File: config.mk
export PLATFORM = sky130hd
export DESIGN_NAME = axilite4_demux
export DESIGN_NICKNAME = d
export VERILOG_FILES = /design/src/rtl/axilite4_pkg.sv /design/src/rtl/axilite4_addr_decoder.sv /design/src/rtl/axilite4_demux.sv
export SDC_FILE = /design/constraint.sdc
export NUM_CORES = 1
export LEC_CHECK = 0
export CAP_MARGIN = 25
export CORE_AREA = 2 2 440 442
export CTS_BUF_LIST = sky130_fd_sc_hd__clkbuf_16
export DETAILED_ROUTE_END_ITERATION = 8
export DIE_AREA = 0 0 442 444
export PLACE_DENSITY_LB_ADDON = 0.05
export SLEW_MARGIN = 25
export SYNTH_ARGS = -nofsm -noshare
export SYNTH_HDL_FRONTEND = slang
export SYNTH_SLANG_ARGS = --single-unit
File: constraint.sdc
create_clock -name clk -period 1.8 [get_ports clk]
set_input_delay 0.36 -clock clk [delete_from_list [all_inputs] [get_ports clk]]
set_output_delay 0.36 -clock clk [all_outputs]
set_load 0.03 [all_outputs]
File: src/rtl/axilite4_pkg.sv
// axilite4_pkg: shared widths, FSM/target encodings and default decode-error message for the AXI-Lite demux
package axilite4_pkg;
  localparam int ADDR_W = 32;
  localparam int DATA_W = 128;
  localparam int STRB_W = 16;
  localparam int MSG_W  = 32;
  localparam logic [MSG_W-1:0] DECERR_MSG_DFLT = 32'h0000_0003;
  typedef enum logic [1:0] {ST_IDLE, ST_REQ, ST_RESP, ST_ERR} state_t;
  typedef enum logic [1:0] {TGT_S0, TGT_S1, TGT_ERR} tgt_t;
endpackage

File: src/rtl/axilite4_addr_decoder.sv
// axilite4_addr_decoder: maps an address to S0/S1/ERR; S0 takes priority when both ranges match
//   i_addr : address to decode
//   o_tgt  : decoded target
module axilite4_addr_decoder
  import axilite4_pkg::*;
#(
  parameter logic [ADDR_W-1:0] SLAVE0_BASE = 32'h0000_0000,
  parameter logic [ADDR_W-1:0] SLAVE0_MASK = 32'hFFFF_0000,
  parameter logic [ADDR_W-1:0] SLAVE1_BASE = 32'h8000_0000,
  parameter logic [ADDR_W-1:0] SLAVE1_MASK = 32'hF000_0000
) (
  input  logic [ADDR_W-1:0] i_addr,
  output tgt_t              o_tgt
);
  always_comb
    o_tgt = ((i_addr & SLAVE0_MASK) == SLAVE0_BASE) ? TGT_S0 :
            ((i_addr & SLAVE1_MASK) == SLAVE1_BASE) ? TGT_S1 : TGT_ERR;
endmodule

File: src/rtl/axilite4_demux.sv
// axilite4_demux: AXI-Lite 1-to-2 address demux with local decode-error completion
//   clk, rst        : clock, async active-high reset
//   master_*        : upstream read/write channels (from the bus mux)
//   slave_0_*, slave_1_* : downstream read/write channels
module axilite4_demux
  import axilite4_pkg::*;
#(
  parameter logic [ADDR_W-1:0] SLAVE0_BASE = 32'h0000_0000,
  parameter logic [ADDR_W-1:0] SLAVE0_MASK = 32'hFFFF_0000,
  parameter logic [ADDR_W-1:0] SLAVE1_BASE = 32'h8000_0000,
  parameter logic [ADDR_W-1:0] SLAVE1_MASK = 32'hF000_0000,
  parameter logic [MSG_W-1:0]  DECERR_MSG  = DECERR_MSG_DFLT
) (
  input  logic              clk,
  input  logic              rst,
  input  logic [ADDR_W-1:0] master_readAddr_addr,
  input  logic              master_readAddr_valid,
  output logic              master_readAddr_ready,
  output logic [DATA_W-1:0] master_readData_data,
  output logic              master_readData_valid,
  input  logic              master_readData_ready,
  input  logic [ADDR_W-1:0] master_writeAddr_addr,
  input  logic              master_writeAddr_valid,
  output logic              master_writeAddr_ready,
  input  logic [DATA_W-1:0] master_writeData_data,
  input  logic [STRB_W-1:0] master_writeData_strb,
  input  logic              master_writeData_valid,
  output logic              master_writeData_ready,
  output logic [MSG_W-1:0]  master_writeResp_msg,
  output logic              master_writeResp_valid,
  input  logic              master_writeResp_ready,
  output logic [ADDR_W-1:0] slave_0_readAddr_addr,
  output logic              slave_0_readAddr_valid,
  input  logic              slave_0_readAddr_ready,
  input  logic [DATA_W-1:0] slave_0_readData_data,
  input  logic              slave_0_readData_valid,
  output logic              slave_0_readData_ready,
  output logic [ADDR_W-1:0] slave_0_writeAddr_addr,
  output logic              slave_0_writeAddr_valid,
  input  logic              slave_0_writeAddr_ready,
  output logic [DATA_W-1:0] slave_0_writeData_data,
  output logic [STRB_W-1:0] slave_0_writeData_strb,
  output logic              slave_0_writeData_valid,
  input  logic              slave_0_writeData_ready,
  input  logic [MSG_W-1:0]  slave_0_writeResp_msg,
  input  logic              slave_0_writeResp_valid,
  output logic              slave_0_writeResp_ready,
  output logic [ADDR_W-1:0] slave_1_readAddr_addr,
  output logic              slave_1_readAddr_valid,
  input  logic              slave_1_readAddr_ready,
  input  logic [DATA_W-1:0] slave_1_readData_data,
  input  logic              slave_1_readData_valid,
  output logic              slave_1_readData_ready,
  output logic [ADDR_W-1:0] slave_1_writeAddr_addr,
  output logic              slave_1_writeAddr_valid,
  input  logic              slave_1_writeAddr_ready,
  output logic [DATA_W-1:0] slave_1_writeData_data,
  output logic [STRB_W-1:0] slave_1_writeData_strb,
  output logic              slave_1_writeData_valid,
  input  logic              slave_1_writeData_ready,
  input  logic [MSG_W-1:0]  slave_1_writeResp_msg,
  input  logic              slave_1_writeResp_valid,
  output logic              slave_1_writeResp_ready
);
  state_t r_rd_st, w_rd_nxt, r_wr_st, w_wr_nxt;
  tgt_t   r_rd_tgt, r_wr_tgt, w_rd_dec, w_wr_dec;
  logic   w_rd_req, w_rd_resp, w_rd_err, w_r0, w_r1;
  logic   w_wr_req, w_wr_resp, w_wr_err, w_w0, w_w1, w_wr_both, w_wr_go;
  axilite4_addr_decoder #(.SLAVE0_BASE(SLAVE0_BASE), .SLAVE0_MASK(SLAVE0_MASK),
    .SLAVE1_BASE(SLAVE1_BASE), .SLAVE1_MASK(SLAVE1_MASK))
    u_rd_dec (.i_addr(master_readAddr_addr), .o_tgt(w_rd_dec));
  axilite4_addr_decoder #(.SLAVE0_BASE(SLAVE0_BASE), .SLAVE0_MASK(SLAVE0_MASK),
    .SLAVE1_BASE(SLAVE1_BASE), .SLAVE1_MASK(SLAVE1_MASK))
    u_wr_dec (.i_addr(master_writeAddr_addr), .o_tgt(w_wr_dec));
  assign w_rd_req  = r_rd_st == ST_REQ;
  assign w_rd_resp = r_rd_st == ST_RESP;
  assign w_rd_err  = r_rd_st == ST_ERR;
  assign w_r0      = r_rd_tgt == TGT_S0;
  assign w_r1      = r_rd_tgt == TGT_S1;
  assign w_wr_req  = r_wr_st == ST_REQ;
  assign w_wr_resp = r_wr_st == ST_RESP;
  assign w_wr_err  = r_wr_st == ST_ERR;
  assign w_w0      = r_wr_tgt == TGT_S0;
  assign w_w1      = r_wr_tgt == TGT_S1;
  // Address and data must handshake in the same cycle, so the slave only sees
  // valid once both master halves are present, and the master sees ready only
  // once both slave halves (or the local error sink) accept.
  assign w_wr_both = master_writeAddr_valid & master_writeData_valid;
  assign w_wr_go   = w_wr_req & w_wr_both &
                     (w_w0 ? slave_0_writeAddr_ready & slave_0_writeData_ready :
                      w_w1 ? slave_1_writeAddr_ready & slave_1_writeData_ready : 1'b1);
  always_ff @(posedge clk or posedge rst)
    if (rst) begin
      r_rd_st  <= ST_IDLE;
      r_rd_tgt <= TGT_S0;
      r_wr_st  <= ST_IDLE;
      r_wr_tgt <= TGT_S0;
    end else begin
      r_rd_st <= w_rd_nxt;
      r_wr_st <= w_wr_nxt;
      if (r_rd_st == ST_IDLE && master_readAddr_valid) r_rd_tgt <= w_rd_dec;
      if (r_wr_st == ST_IDLE && master_writeAddr_valid) r_wr_tgt <= w_wr_dec;
    end
  always_comb begin
    w_rd_nxt = (r_rd_st == ST_IDLE && master_readAddr_valid) ? ST_REQ :
               (w_rd_req && master_readAddr_valid && master_readAddr_ready) ?
                 (r_rd_tgt == TGT_ERR ? ST_ERR : ST_RESP) :
               ((w_rd_resp || w_rd_err) && master_readData_valid && master_readData_ready) ?
                 ST_IDLE : r_rd_st;
    w_wr_nxt = (r_wr_st == ST_IDLE && master_writeAddr_valid) ? ST_REQ :
               w_wr_go ? (r_wr_tgt == TGT_ERR ? ST_ERR : ST_RESP) :
               ((w_wr_resp || w_wr_err) && master_writeResp_valid && master_writeResp_ready) ?
                 ST_IDLE : r_wr_st;
  end
  always_comb begin
    slave_0_readAddr_valid = w_rd_req & w_r0 & master_readAddr_valid;
    slave_1_readAddr_valid = w_rd_req & w_r1 & master_readAddr_valid;
    slave_0_readAddr_addr  = (w_rd_req & w_r0) ? master_readAddr_addr : '0;
    slave_1_readAddr_addr  = (w_rd_req & w_r1) ? master_readAddr_addr : '0;
    master_readAddr_ready  = w_rd_req & (w_r0 ? slave_0_readAddr_ready :
                                         w_r1 ? slave_1_readAddr_ready : 1'b1);
    master_readData_valid  = w_rd_err | (w_rd_resp & (w_r0 ? slave_0_readData_valid : slave_1_readData_valid));
    master_readData_data   = w_rd_resp ? (w_r0 ? slave_0_readData_data : slave_1_readData_data) : '0;
    slave_0_readData_ready = w_rd_resp & w_r0 & master_readData_ready;
    slave_1_readData_ready = w_rd_resp & w_r1 & master_readData_ready;
  end
  always_comb begin
    slave_0_writeAddr_valid = w_wr_req & w_w0 & w_wr_both;
    slave_1_writeAddr_valid = w_wr_req & w_w1 & w_wr_both;
    slave_0_writeData_valid = w_wr_req & w_w0 & w_wr_both;
    slave_1_writeData_valid = w_wr_req & w_w1 & w_wr_both;
    slave_0_writeAddr_addr  = (w_wr_req & w_w0) ? master_writeAddr_addr : '0;
    slave_1_writeAddr_addr  = (w_wr_req & w_w1) ? master_writeAddr_addr : '0;
    slave_0_writeData_data  = (w_wr_req & w_w0) ? master_writeData_data : '0;
    slave_1_writeData_data  = (w_wr_req & w_w1) ? master_writeData_data : '0;
    slave_0_writeData_strb  = (w_wr_req & w_w0) ? master_writeData_strb : '0;
    slave_1_writeData_strb  = (w_wr_req & w_w1) ? master_writeData_strb : '0;
    master_writeAddr_ready  = w_wr_go;
    master_writeData_ready  = w_wr_go;
    master_writeResp_valid  = w_wr_err | (w_wr_resp & (w_w0 ? slave_0_writeResp_valid : slave_1_writeResp_valid));
    master_writeResp_msg    = w_wr_resp ? (w_w0 ? slave_0_writeResp_msg : slave_1_writeResp_msg) :
                              w_wr_err ? DECERR_MSG : '0;
    slave_0_writeResp_ready = w_wr_resp & w_w0 & master_writeResp_ready;
    slave_1_writeResp_ready = w_wr_resp & w_w1 & master_writeResp_ready;
  end
endmodule

# [Word level (Yosys, flattened, before mapping)]
# Cells that the tools add are included.
[totals] register_bits=8 in_bits=545 output_inout_bits=591 word_cells=91
[classes] eq_ne=12 mux=31 bitwise=26 reduce_logical=18
[ops] op="$mux W128" n=4
[ops] op="$mux W32" n=6
[ops] op="$logic_not A32 Y1" n=2
[ops] op="$mux W16" n=2
[ops] op="$and A1 B1 Y1" n=24
[ops] op="$mux W2" n=11
[ops] op="$eq A2 B2 Y1 const B" n=6
[ops] op="$eq A2 B1 Y1 const B" n=4
[ops] op="$eq A4 B4 Y1 const B" n=2
[ops] op="$logic_and A1 B1 Y1" n=8
[ops] op="$logic_not A2 Y1" n=4
[ops] op="$mux W1" n=8
[ops] op="$reduce_bool A3 Y1" n=2
[ops] op="$logic_or A1 B1 Y1" n=2
[ops] op="$or A1 B1 Y1" n=2

# [Logic depth before layout (Yosys ltp)]
[depth] depth_word=9 depth_mapped=6 ltp_nobuf=3

# [Hierarchy]
# A second synthesis with hierarchy kept.
[unflattened] cells_unflattened=1078 hier_area_um2=5800.6
[by_module_without_submodules] mod="axilite4_demux" n_inst=1 cells_each=1064 area_per_inst_um2=5718.0 seq_area_each_um2=200.2
[by_module_without_submodules] mod="axilite4_addr_decoder" n_inst=2 cells_each=7 area_per_inst_um2=41.3 seq_area_each_um2=0.0

# [Worst setup path before layout]
# Ideal clock, no wire load.
[synth_timing] path_type="reg2out" start="reg r_wr_tgt[0]" end="out slave_0_writeData_valid" arrival_ns=1.692 t_required_ns=1.440 setup_slack_ns=-0.252 path_stages_with_launch=6 n_path_buf=3 path_cell_list="dfrtp_1 or2_1 buf_2 clkbuf_1 nor2_1 buf_4"
[synth_via] elab_chain_cells=3
[synth_rtl] element="start, declared" line="axilite4_demux.sv:66" rtl="tgt_t r_rd_tgt, r_wr_tgt, w_rd_dec, w_wr_dec;"
[synth_rtl] element="start signal, assigned" line="axilite4_demux.sv:102" rtl="if (r_wr_st == ST_IDLE && master_writeAddr_valid) r_wr_tgt <= w_wr_dec;"
[synth_rtl] element="$logic_not A2 Y1" line="axilite4_demux.sv:83" rtl="assign w_w0 = r_wr_tgt == TGT_S0;"
[synth_rtl] element="$and A1 B1 Y1 (2 in a row)"
[synth_rtl] element="end, declared" line="axilite4_demux.sv:43" rtl="output logic slave_0_writeData_valid,"
# No other way between the ends.

# [Worst setup path in the final report]
[layout_timing] start="reg r_wr_tgt[1]" end="out slave_1_writeData_data[27]"
[layout_via] elab_chain_cells=3
[layout_rtl] element="$eq A2 B1 Y1" line="axilite4_demux.sv:84" rtl="assign w_w1 = r_wr_tgt == TGT_S1;"
[layout_rtl] element="$and A1 B1 Y1" line="axilite4_demux.sv:135" rtl="slave_1_writeData_data = (w_wr_req & w_w1) ? master_writeData_data : '0;"
[layout_rtl] element="$mux W128" line="axilite4_demux.sv:135"
[layout_rtl] element="end, declared" line="axilite4_demux.sv:57" rtl="output logic [DATA_W-1:0] slave_1_writeData_data,"
# No other way between the ends.

==> run summary <==
* maximum number of pins on one net before global-route repair: 42
* height of the die: 444 um
* Ports: 1,136
* maximum fanout count along the critical path: 5
* violated checks: setup timing
* post-synthesis instance area: 5740 um2
* highest clock rate: 0.450 GHz
* leading area contributor after synthesis: sky130_fd_sc_hd__and2_1
* routing usage on met2: 0.223
* TritonCTS clock tree: yes
* worst reg-to-reg setup slack: 110 ps
* cts bufs inserted: 3
* Skew-Pair Late Insertion Delay: 230 ps
* final-report hold violation count: 0
* setup repair after global routing missed its margin: true
* delay of the slowest cell on the worst path: 430 ps
* Cell Chain, Critical Path: buf_6, nand2b_4, nor2_4, buf_12, buf_16, buf_12, buf_16, and2_4, buf_6
* post-route cell area: 26,200 um2
* post-route DRC violation count: 0
* kind of cell with the highest combined delay on the critical path: buffers and inverters
* synthesized flop and latch total: 8
* buffers plus inverters on the worst setup path: 6
* Leak: 10.6 nW
* clock transition at the registers of the reported paths: 40 ps
* area of the die: 196,000 um2
* post-detailed-route count of antenna-violating nets: 0
* routing usage on met1: 0.102
* antenna violations before repair: 47
* EDFF count, synth: 0
* data required time at the worst endpoint: 1440 ps
* non-filler instance count after layout: 4,848
* worst setup slack after layout: -421 ps
* global router's overall resource usage: 0.104
* cell type of the slowest stage on the worst timing path: sky130_fd_sc_hd__dfrtp_1
* count of input and output buffers: 1,135
* met3 GRT Util: 0.0233
* proportion of synthesized flip-flops having asynchronous set or reset: 1.00
* Initial Util: 0.0300
* wire length of the first global-routing pass: 137 mm
* Area contributors post-synth: sky130_fd_sc_hd__and2_1 45%, sky130_fd_sc_hd__nand2_1 21%, sky130_fd_sc_hd__a21oi_1 14%, sky130_fd_sc_hd__dfrtp_1 3.5%, sky130_fd_sc_hd__buf_2 3.2%
* flip-flop cell with the highest count after synthesis: sky130_fd_sc_hd__dfrtp_1
* crit start category: flop
* TritonCTS sink count: 8
* clock root cell: sky130_fd_sc_hd__clkbuf_16
* post-synthesis instance total: 1,073
* H-tree depth reported by CTS: 1
* VDD IR max: 0.000278 V
* 1st-iter DRT viols: 358
* area of the placeable core: 192,000 um2
* Tmin final: 2220 ps
* total count of max-transition violations in the final report: 0
* sequential area share after synthesis: 0.0349
* final clock period utilization by the worst path: 1.23
* estimated wirelength of the detail-placed design: 92.3 mm
* placed cell count: 4,746
* headroom to the max-slew limit: 0.652
* overall via count from detail_route: 12,351
* vias per cell: 2.55
* RD Place Congestion: 0.770
* count of different cell masters after synthesis: 44
* busiest metal layer after global routing: met2
* hold buffers post-CTS: 0
* PD cells: 643 nW/um2
* vias in the first global route: 12,939
* Max Cap Viol: 0
* area share of the largest cell type after synthesis: 0.452
* detailed-routing iteration count for the pre-antenna-repair pass: 4
* placement-stage cell area: 22,900 um2
* slew at the pin closest to its max-slew limit: 518 ps
* Final Net Count: 2,856
* Horiz. Die Dim: 442 um
* Yosys warnings: 0
* average routed wire per standard cell: 22.3 um
* layout cell share with drive strength beyond 1: 0.592
* Data arrival, critical path: 1860 ps
* outcome: finished, violations left
* Layout Area Growth over Synthesis: 357%
* min-delay worst type: input port to async pin
* syn_nets: 1,618
* overflow left after global routing: 0
* Worst Setup End Kind: output port
* path type of the worst setup path: flop to output port
* # rows: 161
* buffers from clock root to sink, at most: 2
* overall routed net length: 108 mm
* total setup violations reported at the end of the flow: 591
* average size of a mapped cell: 5.35 um2
* largest clock skew in the final design: 0.244 ps
-- cells in the mapped netlist, drive strengths merged, types with 3 or more instances --
master    n
o21ai     3
and2    416
a21oi   158
nor3      4
inv       6
nand2b    6
nor2      9
a31oi     3
nor4      7
clkbuf   59
nand2   319
or4       3
buf      42
dfrtp     8
-- power by group --
group | switching [mW] | internal, mW | leakage (nW) | total (mW)
logic | 8.52 | 7.68 | 10.5 | 16.2
registers | 0.0555 | 0.248 | 0.0922 | 0.303
clock network | 0.0915 | 0.287 | 0.0370 | 0.378
-- placed cells by master (no fill, tap or decap), drive strengths merged, types with 2 or more instances in the layout --
cell type / count
a31oi: 3
diode: 13
nand2b: 6
inv: 6
nor4: 7
or2b: 2
a22o: 2
or4: 3
bufbuf: 2
nor2: 9
mux2: 2
nand2: 319
o21a: 2
o21ai: 3
dfrtp: 8
o311a: 2
o311ai: 2
a22oi: 2
clkbuf: 10
clkdlybuf4s50: 544
or3b: 2
buf: 780
nor3: 4
and2: 416
a21oi: 158
or2: 2
-- cell families (layout without fill, tap and decap cells) --
kind of cell,Yosys count,in the layout,share of synthesized area
AOI/OAI and AO/OA,179,179,0.166
buffers and inverters,107,1343,0.0852
DFF,8,8,0.0349
muxes,2,2,0.00392
other,0,13,0
and+or+nand+nor,777,777,0.710
-- metal layers --
layer	wire length [um]	vias to the layer above
met5	149	-
met4	712	24
met3	6190	66
met2	64800	493
met1	36000	5873
li1	-	5895
-- registers in the layout, summed over array words and instances, names as in the netlist --
name      count
r_rd_st       2
r_rd_tgt      2
r_wr_st       2
r_wr_tgt      2
-- worst min-delay path: stages --
cell,delay [ps]
sky130_fd_sc_hd__clkdlybuf4s50_1,400
sky130_fd_sc_hd__inv_1,50
sky130_fd_sc_hd__buf_4,170
-- path summary, 6_finish.rpt --
path                                               to  depth (start not counted)               startpoint
max in group asynchronous     r_wr_tgt[1]$_DFFE_PP0P_                          3                      rst
max                        slave_1_writeData_data[27]                          9  r_wr_tgt[1]$_DFFE_PP0P_
min reg2reg                    r_wr_st[1]$_DFFE_PP0P_                          2   r_wr_st[1]$_DFFE_PP0P_
min                           r_rd_tgt[0]$_DFFE_PP0P_                          3                      rst
max reg2reg                    r_rd_st[1]$_DFFE_PP0P_                          8  r_rd_tgt[1]$_DFFE_PP0P_
min in group clk               r_wr_st[1]$_DFFE_PP0P_                          2   r_wr_st[1]$_DFFE_PP0P_
-- per-stage QoR --
step | setup slack (ps) | power (mW) | hold WS (ps) | utilization | TNS [ps]
after CTS | -463 | 16.9 | 408 | 0.133 | -217380
after floorplan | -249 | 6.55 | 176 | - | -2750
after detailed placement | -540 | 14.0 | 659 | 0.120 | -92700
after global routing | -491 | 17.9 | 435 | 0.137 | -240940
final | -421 | 16.9 | 402 | 0.137 | -187400
after global placement | -568 | 14.2 | 680 | 0.120 | -98490
-- timing repair --
| item | in CTS | in global routing |
|---|---|---|
| pin swaps | 66 | 47 |
| resized for setup | 305 | 176 |
| hold endpoints to repair | 0 | 0 |
| cloned | 33 | 8 |
| setup buffers | 43 | 10 |
| setup endpoints to repair | 591 | 593 |
-- layout make-up --
cell class	instances	area, um2
multi-input combinational	958	6920
timing repair buffer	1334	15800
sequential	8	200
tap	2526	3160
antenna	13	32.5
inverter	6	22.5
fill	21820	165000
clock buffer	3	75.1
No activity file was read; power rests on OpenSTA's default activity.
